`src/rtl/duc_fs4_tx.sv`:
```
// Transmit digital upconverter: 2-entry I/Q input FIFO, linear interpolation by R,
// and an exact FS/4 real mixer that drives a registered DAC sample stream.
module duc_fs4_tx #(
  parameter int unsigned WI = 16,
  parameter int unsigned R  = 4
) (
  input  logic                 clk,
  input  logic                 rst,
  input  logic                 en,
  input  logic signed [WI-1:0] i_in,
  input  logic signed [WI-1:0] q_in,
  input  logic                 iq_in_val,
  output logic                 iq_in_rdy,
  output logic signed [WI-1:0] dac_out,
  output logic                 dac_val,
  output logic                 underrun,
  output logic [15:0]          underrun_cnt
);
  localparam int unsigned L  = $clog2(R);
  localparam int unsigned DW = WI + 1;
  localparam int unsigned AW = WI + L + 1;
  localparam int unsigned CW = 16;
  localparam logic [L-1:0] M_LAST = L'(R - 1);
  localparam logic signed [WI-1:0] S_MIN = {1'b1, {(WI-1){1'b0}}};
  localparam logic signed [WI-1:0] S_MAX = {1'b0, {(WI-1){1'b1}}};

  typedef enum logic {IDLE = 1'b0, RUN = 1'b1} state_t;
  state_t state, state_nxt;

  logic signed [WI-1:0] fifo_i [2];
  logic signed [WI-1:0] fifo_q [2];
  logic                 wr_ptr, rd_ptr;
  logic [1:0]           count, count_nxt;
  logic                 push, pop, fifo_empty;
  logic                 start, stop, fetch;

  logic signed [WI-1:0] cur_i, cur_q, prev_i, prev_q;
  logic signed [AW-1:0] acc_i, acc_q;
  logic signed [DW-1:0] delta_i, delta_q;
  logic signed [WI-1:0] v_i, v_q, neg_i, neg_q, mix;
  logic [L-1:0]         m;
  logic [1:0]           p;

  always_ff @(posedge clk) begin
    if (rst) state <= IDLE;
    else     state <= state_nxt;
  end

  // Run control: start pops the first sample, fetch marks the end of each R-cycle period.
  always_comb begin
    state_nxt = state;
    start     = 1'b0;
    stop      = 1'b0;
    fetch     = 1'b0;
    case (state)
      IDLE: begin
        if (en && !fifo_empty) begin
          state_nxt = RUN;
          start     = 1'b1;
        end
      end
      RUN: begin
        if (!en) begin
          state_nxt = IDLE;
          stop      = 1'b1;
        end else if (m == M_LAST) begin
          fetch = 1'b1;
        end
      end
      default: state_nxt = IDLE;
    endcase
  end

  assign fifo_empty = (count == 2'd0);
  assign push       = iq_in_val && iq_in_rdy;
  assign pop        = start || (fetch && !fifo_empty);

  always_comb begin
    count_nxt = count;
    case ({push, pop})
      2'b10:   count_nxt = count + 2'd1;
      2'b01:   count_nxt = count - 2'd1;
      default: count_nxt = count;
    endcase
  end

  // Ready follows the next count, so a full FIFO can never accept a push.
  always_ff @(posedge clk) begin
    if (rst) begin
      fifo_i    <= '{default: '0};
      fifo_q    <= '{default: '0};
      wr_ptr    <= 1'b0;
      rd_ptr    <= 1'b0;
      count     <= 2'd0;
      iq_in_rdy <= 1'b0;
    end else begin
      if (push) begin
        fifo_i[wr_ptr] <= i_in;
        fifo_q[wr_ptr] <= q_in;
        wr_ptr         <= ~wr_ptr;
      end
      if (pop) rd_ptr <= ~rd_ptr;
      count     <= count_nxt;
      iq_in_rdy <= (count_nxt < 2'd2);
    end
  end

  // acc holds v scaled by R; floor shift recovers the interpolated sample.
  always_comb begin
    delta_i = DW'(cur_i) - DW'(prev_i);
    delta_q = DW'(cur_q) - DW'(prev_q);
    v_i     = WI'(acc_i >>> L);
    v_q     = WI'(acc_q >>> L);
    neg_i   = (v_i == S_MIN) ? S_MAX : -v_i;
    neg_q   = (v_q == S_MIN) ? S_MAX : -v_q;
    case (p)
      2'd0:    mix = v_i;
      2'd1:    mix = neg_q;
      2'd2:    mix = neg_i;
      default: mix = v_q;
    endcase
  end

  always_ff @(posedge clk) begin
    if (rst || stop) begin
      cur_i  <= '0;
      cur_q  <= '0;
      prev_i <= '0;
      prev_q <= '0;
      acc_i  <= '0;
      acc_q  <= '0;
      m      <= '0;
      p      <= 2'd0;
    end else if (start) begin
      cur_i  <= fifo_i[rd_ptr];
      cur_q  <= fifo_q[rd_ptr];
      prev_i <= '0;
      prev_q <= '0;
      acc_i  <= '0;
      acc_q  <= '0;
      m      <= '0;
      p      <= 2'd0;
    end else if (state == RUN) begin
      m <= m + L'(1);
      p <= p + 2'd1;
      if (fetch) begin
        acc_i  <= AW'(cur_i) <<< L;
        acc_q  <= AW'(cur_q) <<< L;
        prev_i <= cur_i;
        prev_q <= cur_q;
        cur_i  <= fifo_empty ? '0 : fifo_i[rd_ptr];
        cur_q  <= fifo_empty ? '0 : fifo_q[rd_ptr];
      end else begin
        acc_i <= acc_i + AW'(delta_i);
        acc_q <= acc_q + AW'(delta_q);
      end
    end
  end

  always_ff @(posedge clk) begin
    if (rst) begin
      dac_out      <= '0;
      dac_val      <= 1'b0;
      underrun     <= 1'b0;
      underrun_cnt <= '0;
    end else begin
      dac_val  <= (state == RUN);
      dac_out  <= (state == RUN) ? mix : '0;
      underrun <= fetch && fifo_empty;
      if (fetch && fifo_empty && (underrun_cnt != '1))
        underrun_cnt <= underrun_cnt + CW'(1);
    end
  end

endmodule

```
`config.mk`:
```
export PLATFORM = sky130hd
export DESIGN_NAME = duc_fs4_tx
export DESIGN_NICKNAME = d
export VERILOG_FILES = /design/src/rtl/duc_fs4_tx.sv
export SDC_FILE = /design/constraint.sdc
export NUM_CORES = 1
export LEC_CHECK = 0
export BUFFER_PORTS_ARGS = -buffer_cell sky130_fd_sc_hd__buf_2
export CORE_ASPECT_RATIO = 0.8
export CORE_UTILIZATION = 55
export DETAILED_ROUTE_END_ITERATION = 6
export PLACE_DENSITY_LB_ADDON = 0.25
export SYNTH_ARGS = -nofsm -noshare
export SYNTH_HDL_FRONTEND = slang
export SYNTH_SLANG_ARGS = --single-unit
export TNS_END_PERCENT = 100
```
`constraint.sdc`:
```
create_clock -name clk -period 3.88 [get_ports clk]
set_input_delay 0.582 -clock clk [delete_from_list [all_inputs] [get_ports clk]]
set_output_delay 0.582 -clock clk [all_outputs]
set_load 0.02 [all_outputs]
```
==> results of run 1 <==
## power by group through the flow
stage	clock network (mW)	logic (mW)	registers (mW)
2_1_floorplan	0	2.99	2.45
3_3_place_gp	0	3.61	2.56
3_5_place_dp	0	3.64	2.56
4_1_cts	2.25	3.68	2.52
5_1_grt	2.33	4.14	2.55
6_report	2.21	3.75	2.52
## cell type report
type                            instances  area share
Sequential cell                       208       0.327
Timing Repair Buffer                   91      0.0399
Inverter                              146      0.0431
Tap cell                              264      0.0259
Multi-Input combinational cell       1022       0.506
Clock inverter                          9      0.0117
Clock buffer                           28      0.0467
## sequential cells by signal, summed over array words and instances, names as in the netlist, 16 cells and up
| signal | count |
|---|---|
| acc_i | 18 |
| acc_q | 18 |
| cur_i | 16 |
| cur_q | 16 |
| dac_out | 16 |
| fifo_i | 32 |
| fifo_q | 32 |
| prev_i | 16 |
| prev_q | 16 |
| underrun_cnt | 16 |
## tightest hold or removal path: stages
cell and delay, ns:
buf_2 0.10, nand2_1 0.05, a21oi_1 0.05
## Yosys cell counts (20+ instances only)
cell type	n	area [µm²]
o21ai_0	64	320
mux2i_1	36	360
nor3_1	42	210
nor2_1	109	409
inv_1	145	544
nand2_1	239	897
a31oi_1	31	194
xnor2_1	39	342
ha_1	47	588
a21o_1	20	150
fa_1	34	681
clkbuf_1	76	285
dfxtp_1	208	4160
xor2_1	20	175
a21oi_1	190	951
## metal layers
layer	vias to the layer above	global-route usage	routed length (µm)
met1	4803	0.370	13300
met3	53	0.0442	1680
met2	319	0.472	13300
met4	0	0.0709	643
met5	-	0	0
li1	4979	-	-
## per-stage QoR
step           setup slack, ns  std cells  hold slack (ns)  cell area, µm²
2_1_floorplan            0.743       1461            0.436           11400
3_3_place_gp             0.568       1731            0.441           12000
3_5_place_dp             0.450       1731            0.446           12000
4_1_cts                  0.438       1768            0.309           12700
5_1_grt                  0.153       1768            0.315           12700
6_report                 0.385       1768            0.321           12700
## worst min path at each step
stage | start | end | slack, ns
floorplan | fifo_i[16]$_SDFFE_PP0P_ | fifo_i[16]$_SDFFE_PP0P_ | 0.44
global placement | fifo_q[4]$_SDFFE_PP0P_ | fifo_q[4]$_SDFFE_PP0P_ | 0.44
detailed placement | fifo_q[31]$_SDFFE_PP0P_ | fifo_q[31]$_SDFFE_PP0P_ | 0.45
CTS | q_in[6] | fifo_q[22]$_SDFFE_PP0P_ | 0.31
global route | q_in[12] | fifo_q[12]$_SDFFE_PP0P_ | 0.32
finish | q_in[13] | fifo_q[13]$_SDFFE_PP0P_ | 0.32
## kinds of logic (layout without fill, tap and decap cells)
group	after synthesis	after routing	synth area share
and+or+nand+nor	466	466	0.178
AOI/OAI and AO/OA	380	380	0.195
buffers and inverters	231	274	0.0761
DFF	208	208	0.364
adders and majority gates	81	81	0.111
xor gates and xnor gates	59	59	0.0452
muxes	36	36	0.0315
==> results.toml, run 1 <==
[outcome]
run_status = "complete, no violations"

[timing]
rsz0062_at_grt = "false"
hold_viol_final = 0
fin_skew_ns = 0.00939
slew_headroom = 0.376
max_freq_mhz = 286
maxSlewViolCount = 0
setup_violations = 0
min_period_ns = 3.50
setup-tns-final_ns = 0
min_period_over_period = 0.901
tightestPinTransition_ns = 0.936

[grt]
grt.total_usage = 0.278
grt_max_degree = 55
grt_pass1_vias = 9728
gr-total-overflow = 0
grt_pass1_wl_mm = 48.0
grt_antenna_before_repair = 0

[worst_setup_path]
path_class = "reg2reg"
cp-endpoint = "acc_i[16]$_SDFFE_PP0P_"
cp.required_ns = 4.30
critical_path.max_fanout = 4
r2r_slack_ns = 0.38
r2r_cells = 11
path_depth = 11
worstSetupStartpointType = "flip-flop"
critPathCaptureType = "flip-flop"
worstSetupStartpoint = "cur_i[1]$_SDFFE_PP0P_"
path_buf_inv = 2
critical_path.top_delay_family = "compound AO/OA/AOI/OAI gates"
cp_common_cell = "a211oi_1"
arrival_ns = 3.92
crit_slowest_cell = "fa_1"
r2r_start = "cur_i[1]$_SDFFE_PP0P_"
r2r-end = "acc_i[16]$_SDFFE_PP0P_"
slowest_delay_ns = 0.53
crit_chain = "inv_1 > fa_1 > inv_1 > fa_1 > a211oi_1 > nor2_1 > o31ai_1 > o21ai_0 > a211oi_1 > xor2_1 > a211oi_1"

[layout]
nets = 1608
final_cell_mix = "nand2_1, dfxtp_1, a21oi_1, inv_1, nor2_1"
drive_above_1_share = 0.0957
n_fill_cell = 1811
antennaDiodeCount = 0
utilization = 0.634
syn_to_final_growth_pct = 11.2
seq_area_um2 = 4170
multi_input_area_um2 = 6430
layout_commonest_cell = "nand2_1"

[floorplanning]
io_pins = 71
rows = 46
dieHeight_um = 131
start_util = 0.570
die-area_um2 = 21400
die_x_um = 163
core-area_um2 = 20100

[synthesis]
postSynthCellCount = 1461
synth-edff-count = 0
postSynth.asyncResetShare = 0
synth_fp_nets = 1578
yosys_warnings = 0
synth-seq-cells = 208
avgSynthCellArea_um2 = 7.83
yosysUniqueCellTypes = 62
synth_area_um2 = 11400
ys.flop_type = "dfxtp_1"
ys_seq_area_frac = 0.364

[clock_tree]
cts_hold_buffers = 0
cts_buffers = 22
cts-root-buf = "clkbuf_16"
post_cts_resize_count = 0
cts_tree = "yes"
clockBufferDepth = 3
htreeDepth = 1
cts_sinks = 208
clkTransAtPathRegs_ns = 0.06
worstSkewPairLatency_ns = 0.51
cts_setup_buffers = 0

[job]
cap_viol_max_count = 0

[pwr]
switching_share = 0.387
pwr-share-comb = 0.442
switchingPower_mw = 3.28
total_power_mw = 8.48
power_frac_clock = 0.260
vdd_drop_max_uv = 435
power_frac_seq = 0.298
p_leak_nw = 4.92
pwr_density_cell_nw_per_um2 = 666
internal_power_mw = 5.20

[place]
port_buffers = 70
gp_congestion = 0.926
dp_hpwl_mm = 20.5

[routing]
drcViolationCount = 0
dr.pass1.iters = 5
drt_iter0_markers = 861
drt-total-wl_mm = 28.9
ant_nets = 0
vias_per_cell = 5.74
avgRoutedWirePerCell_um = 16.4
vias = 10200

[min_path]
hold_class = "in2reg"
hold_depth = 3
Power figures use the tool's default switching activity.
==> inputs of run 2 (changes only) <==
--- a/config.mk
+++ b/config.mk
@@ -7,7 +7,7 @@
 export LEC_CHECK = 0
 export BUFFER_PORTS_ARGS = -buffer_cell sky130_fd_sc_hd__buf_2
 export CORE_ASPECT_RATIO = 0.8
-export CORE_UTILIZATION = 55
+export CORE_UTILIZATION = 30
 export DETAILED_ROUTE_END_ITERATION = 6
 export PLACE_DENSITY_LB_ADDON = 0.25
 export SYNTH_ARGS = -nofsm -noshare
==> constraint.sdc (replaced) <==
create_clock -name clk -period 4.5 [get_ports clk]
set_input_delay 0.9 -clock clk [delete_from_list [all_inputs] [get_ports clk]]
set_output_delay 0.9 -clock clk [all_outputs]
set_load 0.02 [all_outputs]
==> run 2 against run 1 <==
Final area rose by 2.6%. Clock-buffer cell count rose by 6. Combinational power fell by 14%. Non-clock buffer count fell by 3. Via count fell by 2.6%. Setup slack improved by 0.74 ns. Critical endpoint unchanged.
==> results.toml, run 2 (same netlist as run 1, synthesis figures left out) <==
[clock_tree]
cts_buffers = 25
cts_hold_buffers = 0
post_cts_resize_count = 0
cts_setup_buffers = 0
worstSkewPairLatency_ns = 0.52
clockBufferDepth = 3
htreeDepth = 1
cts_sinks = 208
cts-root-buf = "clkbuf_16"
cts_tree = "yes"
clkTransAtPathRegs_ns = 0.06

[layout]
utilization = 0.350
final_cell_mix = "nand2_1, dfxtp_1, a21oi_1, inv_1, nor2_1"
reg.largest.list = "fifo_i x32, fifo_q x32"
nets = 1608
drive_above_1_share = 0.0988
fin_cells = 1995
antennaDiodeCount = 0
layout_commonest_cell = "nand2_1"
syn_to_final_growth_pct = 14.2

[place]
gp_congestion = 0.859
place_ws_ns = 1.15
dp_hpwl_mm = 22.9
dp_cells = 1951
port_buffers = 70

[routing]
drt_iter0_markers = 608
drt-total-wl_mm = 31.5
dr.pass1.iters = 5
vias = 9892
ant_nets = 0
avgRoutedWirePerCell_um = 15.8
vias_per_cell = 4.96
drcViolationCount = 0

[worst_setup_path]
critPathCaptureType = "flip-flop"
critical_path.top_delay_family = "compound AO/OA/AOI/OAI gates"
r2r_cells = 11
crit_slowest_cell = "fa_1"
slowest_delay_ns = 0.53
critical_path.max_fanout = 4
cp_common_cell = "a211oi_1"
crit_chain = "inv_1 > fa_1 > inv_1 > fa_1 > a211oi_1 > nor2_1 > o31ai_1 > o21ai_0 > a211oi_1 > xor2_1 > a211oi_1"
worstSetupStartpointType = "flip-flop"
worstSetupStartpoint = "cur_i[1]$_SDFFE_PP0P_"
r2r-end = "acc_i[16]$_SDFFE_PP0P_"
arrival_ns = 3.81
path_buf_inv = 2
path_class = "reg2reg"
r2r_start = "cur_i[1]$_SDFFE_PP0P_"
cp.required_ns = 4.93
r2r_slack_ns = 1.13

[grt]
grt.total_usage = 0.162
gr-total-overflow = 0
grt_pass1_vias = 9233
grt_max_degree = 88
grt_pass1_wl_mm = 50.9
grt_antenna_before_repair = 0

[pwr]
p_leak_nw = 4.95
vdd_drop_max_uv = 243
pwr_density_cell_nw_per_um2 = 571
total_power_mw = 7.46

[timing]
max_freq_mhz = 296
min_period_ns = 3.37
hold_viol_final = 0
setup_violations = 0
fin_skew_ns = 0.00912
slew_headroom = 0.231
tightestPinTransition_ns = 1.15
min_period_over_period = 0.750
worst_slack_ns = 1.13
maxSlewViolCount = 0
setup-tns-final_ns = 0
rsz0062_at_grt = "false"

[floorplanning]
start_util = 0.307
rows = 63
core-area_um2 = 37300
die_x_um = 220
die-area_um2 = 38900
io_pins = 71
dieHeight_um = 177

[min_path]
hold_depth = 2
worstHoldStart = "fifo_q[8]$_SDFFE_PP0P_"
hold_class = "reg2reg"
min_to = "fifo_q[8]$_SDFFE_PP0P_"

[outcome]
run_status = "complete, no violations"

[job]
cap_viol_max_count = 0
run 2: changes by cell type in the layout (fill, tap and decap cells not counted), sizes merged:
cell      previous run  this run
clkinv               6         7
buf                 91        88
inv                145       146
clkinvlp             0         1
clkbuf              28        34
bufinv               4         2
run 2: cell type report:
class	instances	area, µm²
sequential	208	4170
timing repair buffer	88	485
tap	487	609
clock buffer	34	719
fill	3933	24200
inverter	146	548
multi-input combinational	1022	6430
clock inverter	10	110
run 2: where the power goes:
group	switching, mW	internal, mW
Combinational	1.89	1.34
Clock	0.809	1.23
Sequential	0.211	1.98
Total	2.92	4.54
run 2: layer usage:
layer	routed length (µm)	share of wire	GRT usage
met3	1160	0.037	0.0167
met5	0	0	0
met1	15700	0.50	0.234
met2	14000	0.44	0.257
met4	666	0.021	0.0388
run 2: worst max path at each step:
| stage | to | depth (start not counted) |
|---|---|---|
| after global placement | acc_i[16]$_SDFFE_PP0P_ | 11 |
| final | acc_i[16]$_SDFFE_PP0P_ | 11 |
| after global routing | acc_i[16]$_SDFFE_PP0P_ | 11 |
| after floorplan | acc_i[15]$_SDFFE_PP0P_ | 13 |
| after detailed placement | acc_i[16]$_SDFFE_PP0P_ | 11 |
| after CTS | acc_i[16]$_SDFFE_PP0P_ | 11 |
run 2: through the flow:
step           hold WS, ns  area [µm²]
2_1_floorplan        0.436       11400
3_3_place_gp         0.444       12200
3_5_place_dp         0.446       12200
4_1_cts              0.455       13100
5_1_grt              0.472       13100
6_report             0.452       13100
run 2: worst register-to-register path, cell delays in order (launching register included):
cell and delay [ns]:
dfxtp_1 0.35, inv_1 0.07, fa_1 0.53, inv_1 0.07, fa_1 0.47, a211oi_1 0.26
nor2_1 0.10, o31ai_1 0.48, o21ai_0 0.32, a211oi_1 0.32, xor2_1 0.10, a211oi_1 0.23
==> inputs of run 3 (changes only) <==
--- a/config.mk
+++ b/config.mk
@@ -5,6 +5,7 @@
 export SDC_FILE = /design/constraint.sdc
 export NUM_CORES = 1
 export LEC_CHECK = 0
+export ABC_AREA = 1
 export BUFFER_PORTS_ARGS = -buffer_cell sky130_fd_sc_hd__buf_2
 export CORE_ASPECT_RATIO = 0.8
 export CORE_UTILIZATION = 30
==> constraint.sdc (replaced) <==
create_clock -name clk -period 2.7 [get_ports clk]
set_input_delay 0.54 -clock clk [delete_from_list [all_inputs] [get_ports clk]]
set_output_delay 0.54 -clock clk [all_outputs]
set_load 0.02 [all_outputs]
==> run 3 against run 2 <==
The run now ends with design-rule violations left. Total power rose by 150%. Global-route usage rose by 1.3 points. Final cell count increased by 21%. Core utilization hardly changed. Final area grew 9.2%. Register-to-register slack worse by 0.99 ns. Flip-flop and latch count did not move. Combinational power rose to 3.4 times the previous value. Synthesized area grew 8.5%. Worst hold slack got worse by 0.15 ns. Non-clock buffer count grew 27. Wire length rose by 18%. Largest power group unchanged.
==> results.toml, run 3 <==
[outcome]
run_status = "finished with violations"
violations = "design-rule violations"

[timing]
setup-tns-final_ns = 0
slew_headroom = 0.495
maxSlewViolCount = 0
holdWs_ns = 0.301
max_freq_mhz = 391
tightestPinTransition_ns = 0.757
min_period_ns = 2.56
fin_skew_ns = 0.0108
rsz0062_at_grt = "false"
setup_violations = 0
min_period_over_period = 0.948
hold_viol_final = 0

[clock_tree]
cts_hold_buffers = 0
cts_setup_buffers = 0
clkTransAtPathRegs_ns = 0.06
post_cts_resize_count = 0
cts_tree = "yes"
cts-root-buf = "clkbuf_16"
worstSkewPairLatency_ns = 0.53
cts_buffers = 24
cts_sinks = 208
clockBufferDepth = 3
htreeDepth = 1

[grt]
grt_max_degree = 75
grt_antenna_before_repair = 0
grt_pass1_wl_mm = 59.7
grt_pass1_vias = 10900
gr-total-overflow = 0
grt.total_usage = 0.176

[synthesis]
synth_commonest_cells = "nand2_1, a21oi_1, inv_1, dfxtp_1, o21ai_0"
postSynth.asyncResetShare = 0
synth_top_area_cell = "dfxtp_1"
postSynthCellCount = 1797
synth-edff-count = 0
avgSynthCellArea_um2 = 6.91
yosysUniqueCellTypes = 38
ys.flop_type = "dfxtp_1"
ys_seq_area_frac = 0.335
synth-seq-cells = 208
synth_fp_nets = 1914
synth_area_um2 = 12400
yosys_warnings = 0
yosys.cell_count.top_type = "nand2_1"
synth_top_area_share = 0.335
synth.area.top_cells = "dfxtp_1, a21oi_1, nand2_1"

[layout]
antennaDiodeCount = 0
drive_above_1_share = 0.117
reg.largest.list = "fifo_i x32, fifo_q x32"
nets = 1972
syn_to_final_growth_pct = 14.9
final_cell_mix = "nand2_1, a21oi_1, inv_1, dfxtp_1, o21ai_0"
layout_commonest_cell = "nand2_1"

[floorplanning]
rows = 66
dieHeight_um = 184
start_util = 0.305
core-area_um2 = 40700
die-area_um2 = 42200
io_pins = 71
die_x_um = 229

[routing]
vias_per_cell = 4.77
ant_nets = 0
drt-total-wl_mm = 37.0
avgRoutedWirePerCell_um = 15.3
drcViolationCount = 1
drt_iter0_markers = 823
vias = 11500
dr.pass1.iters = 7

[place]
port_buffers = 70
dp_hpwl_mm = 27.1
gp_congestion = 0.889

[min_path]
hold_depth = 3
hold_class = "in2reg"

[pwr]
vdd_drop_max_uv = 504
p_leak_nw = 6.49
pwr_density_cell_nw_per_um2 = 1290
total_power_mw = 18.4

[worst_setup_path]
critPathCaptureType = "flip-flop"
critical_path.max_fanout = 6
r2r_cells = 11
arrival_ns = 2.97
path_class = "reg2reg"
cp.required_ns = 3.11
worstSetupStartpointType = "flip-flop"

[job]
cap_viol_max_count = 0
## run 3: layout make-up
| cell class | count | area [µm²] |
|---|---|---|
| well taps | 544 | 681 |
| multi-input cells | 1210 | 6760 |
| flip-flops and latches | 208 | 4170 |
| clock buffers | 32 | 692 |
| clock inverters | 11 | 163 |
| fillers | 4401 | 26400 |
| repair buffers | 115 | 688 |
| inverters | 296 | 1110 |
## run 3: cells by family (layout without fill, tap and decap cells)
| group | count (synthesis) | count (layout) | synth area share |
|---|---|---|---|
| adders and majority gates | 81 | 81 | 0.102 |
| buffers and inverters | 379 | 454 | 0.121 |
| DFF | 208 | 208 | 0.335 |
| AOI/OAI and AO/OA | 486 | 486 | 0.198 |
| xor gates and xnor gates | 28 | 28 | 0.0198 |
| and+or+nand+nor | 615 | 615 | 0.224 |
## run 3: path summary, 6_finish.rpt
path | start | to | slack, ns
max | acc_i[3]$_SDFFE_PP0P_ | acc_i[6]$_SDFFE_PP0P_ | 0.14
max reg2reg | acc_i[3]$_SDFFE_PP0P_ | acc_i[6]$_SDFFE_PP0P_ | 0.14
min reg2reg | fifo_q[10]$_SDFFE_PP0P_ | fifo_q[10]$_SDFFE_PP0P_ | 0.44
min | q_in[10] | fifo_q[10]$_SDFFE_PP0P_ | 0.30
## run 3: routing by layer
layer	share of wire	global-route usage	vias to the layer above
met5	0	0	-
met4	0.027	0.0499	0
met3	0.035	0.0203	48
met2	0.43	0.274	214
met1	0.50	0.253	5358
li1	-	-	5916
## run 3: through the flow
stage                     std cells   util  worst slack, ns  instance area, µm²
after floorplan                1797      -            0.466               12400
after global placement         2373  0.329            0.124               13400
after detailed placement       2373  0.329            0.117               13400
after CTS                      2416  0.350           0.0948               14300
after global routing           2416  0.350         0.000274               14300
final                          2416  0.350            0.139               14300
## run 3: where the power goes
part | internal, mW | switching, mW
registers | 3.50 | 0.312
clock network | 2.18 | 1.38
logic | 3.86 | 7.19
total | 9.54 | 8.88
## run 3: worst max-delay path, stage by stage (launching register included)
cell	delay, ns
dfxtp_1	0.37
inv_1	0.12
fa_1	0.49
inv_1	0.04
ha_1	0.36
a21oi_1	0.26
nand2_1	0.16
nand3_1	0.10
nand2_1	0.09
or2_2	0.28
nand2_1	0.10
a31oi_1	0.08
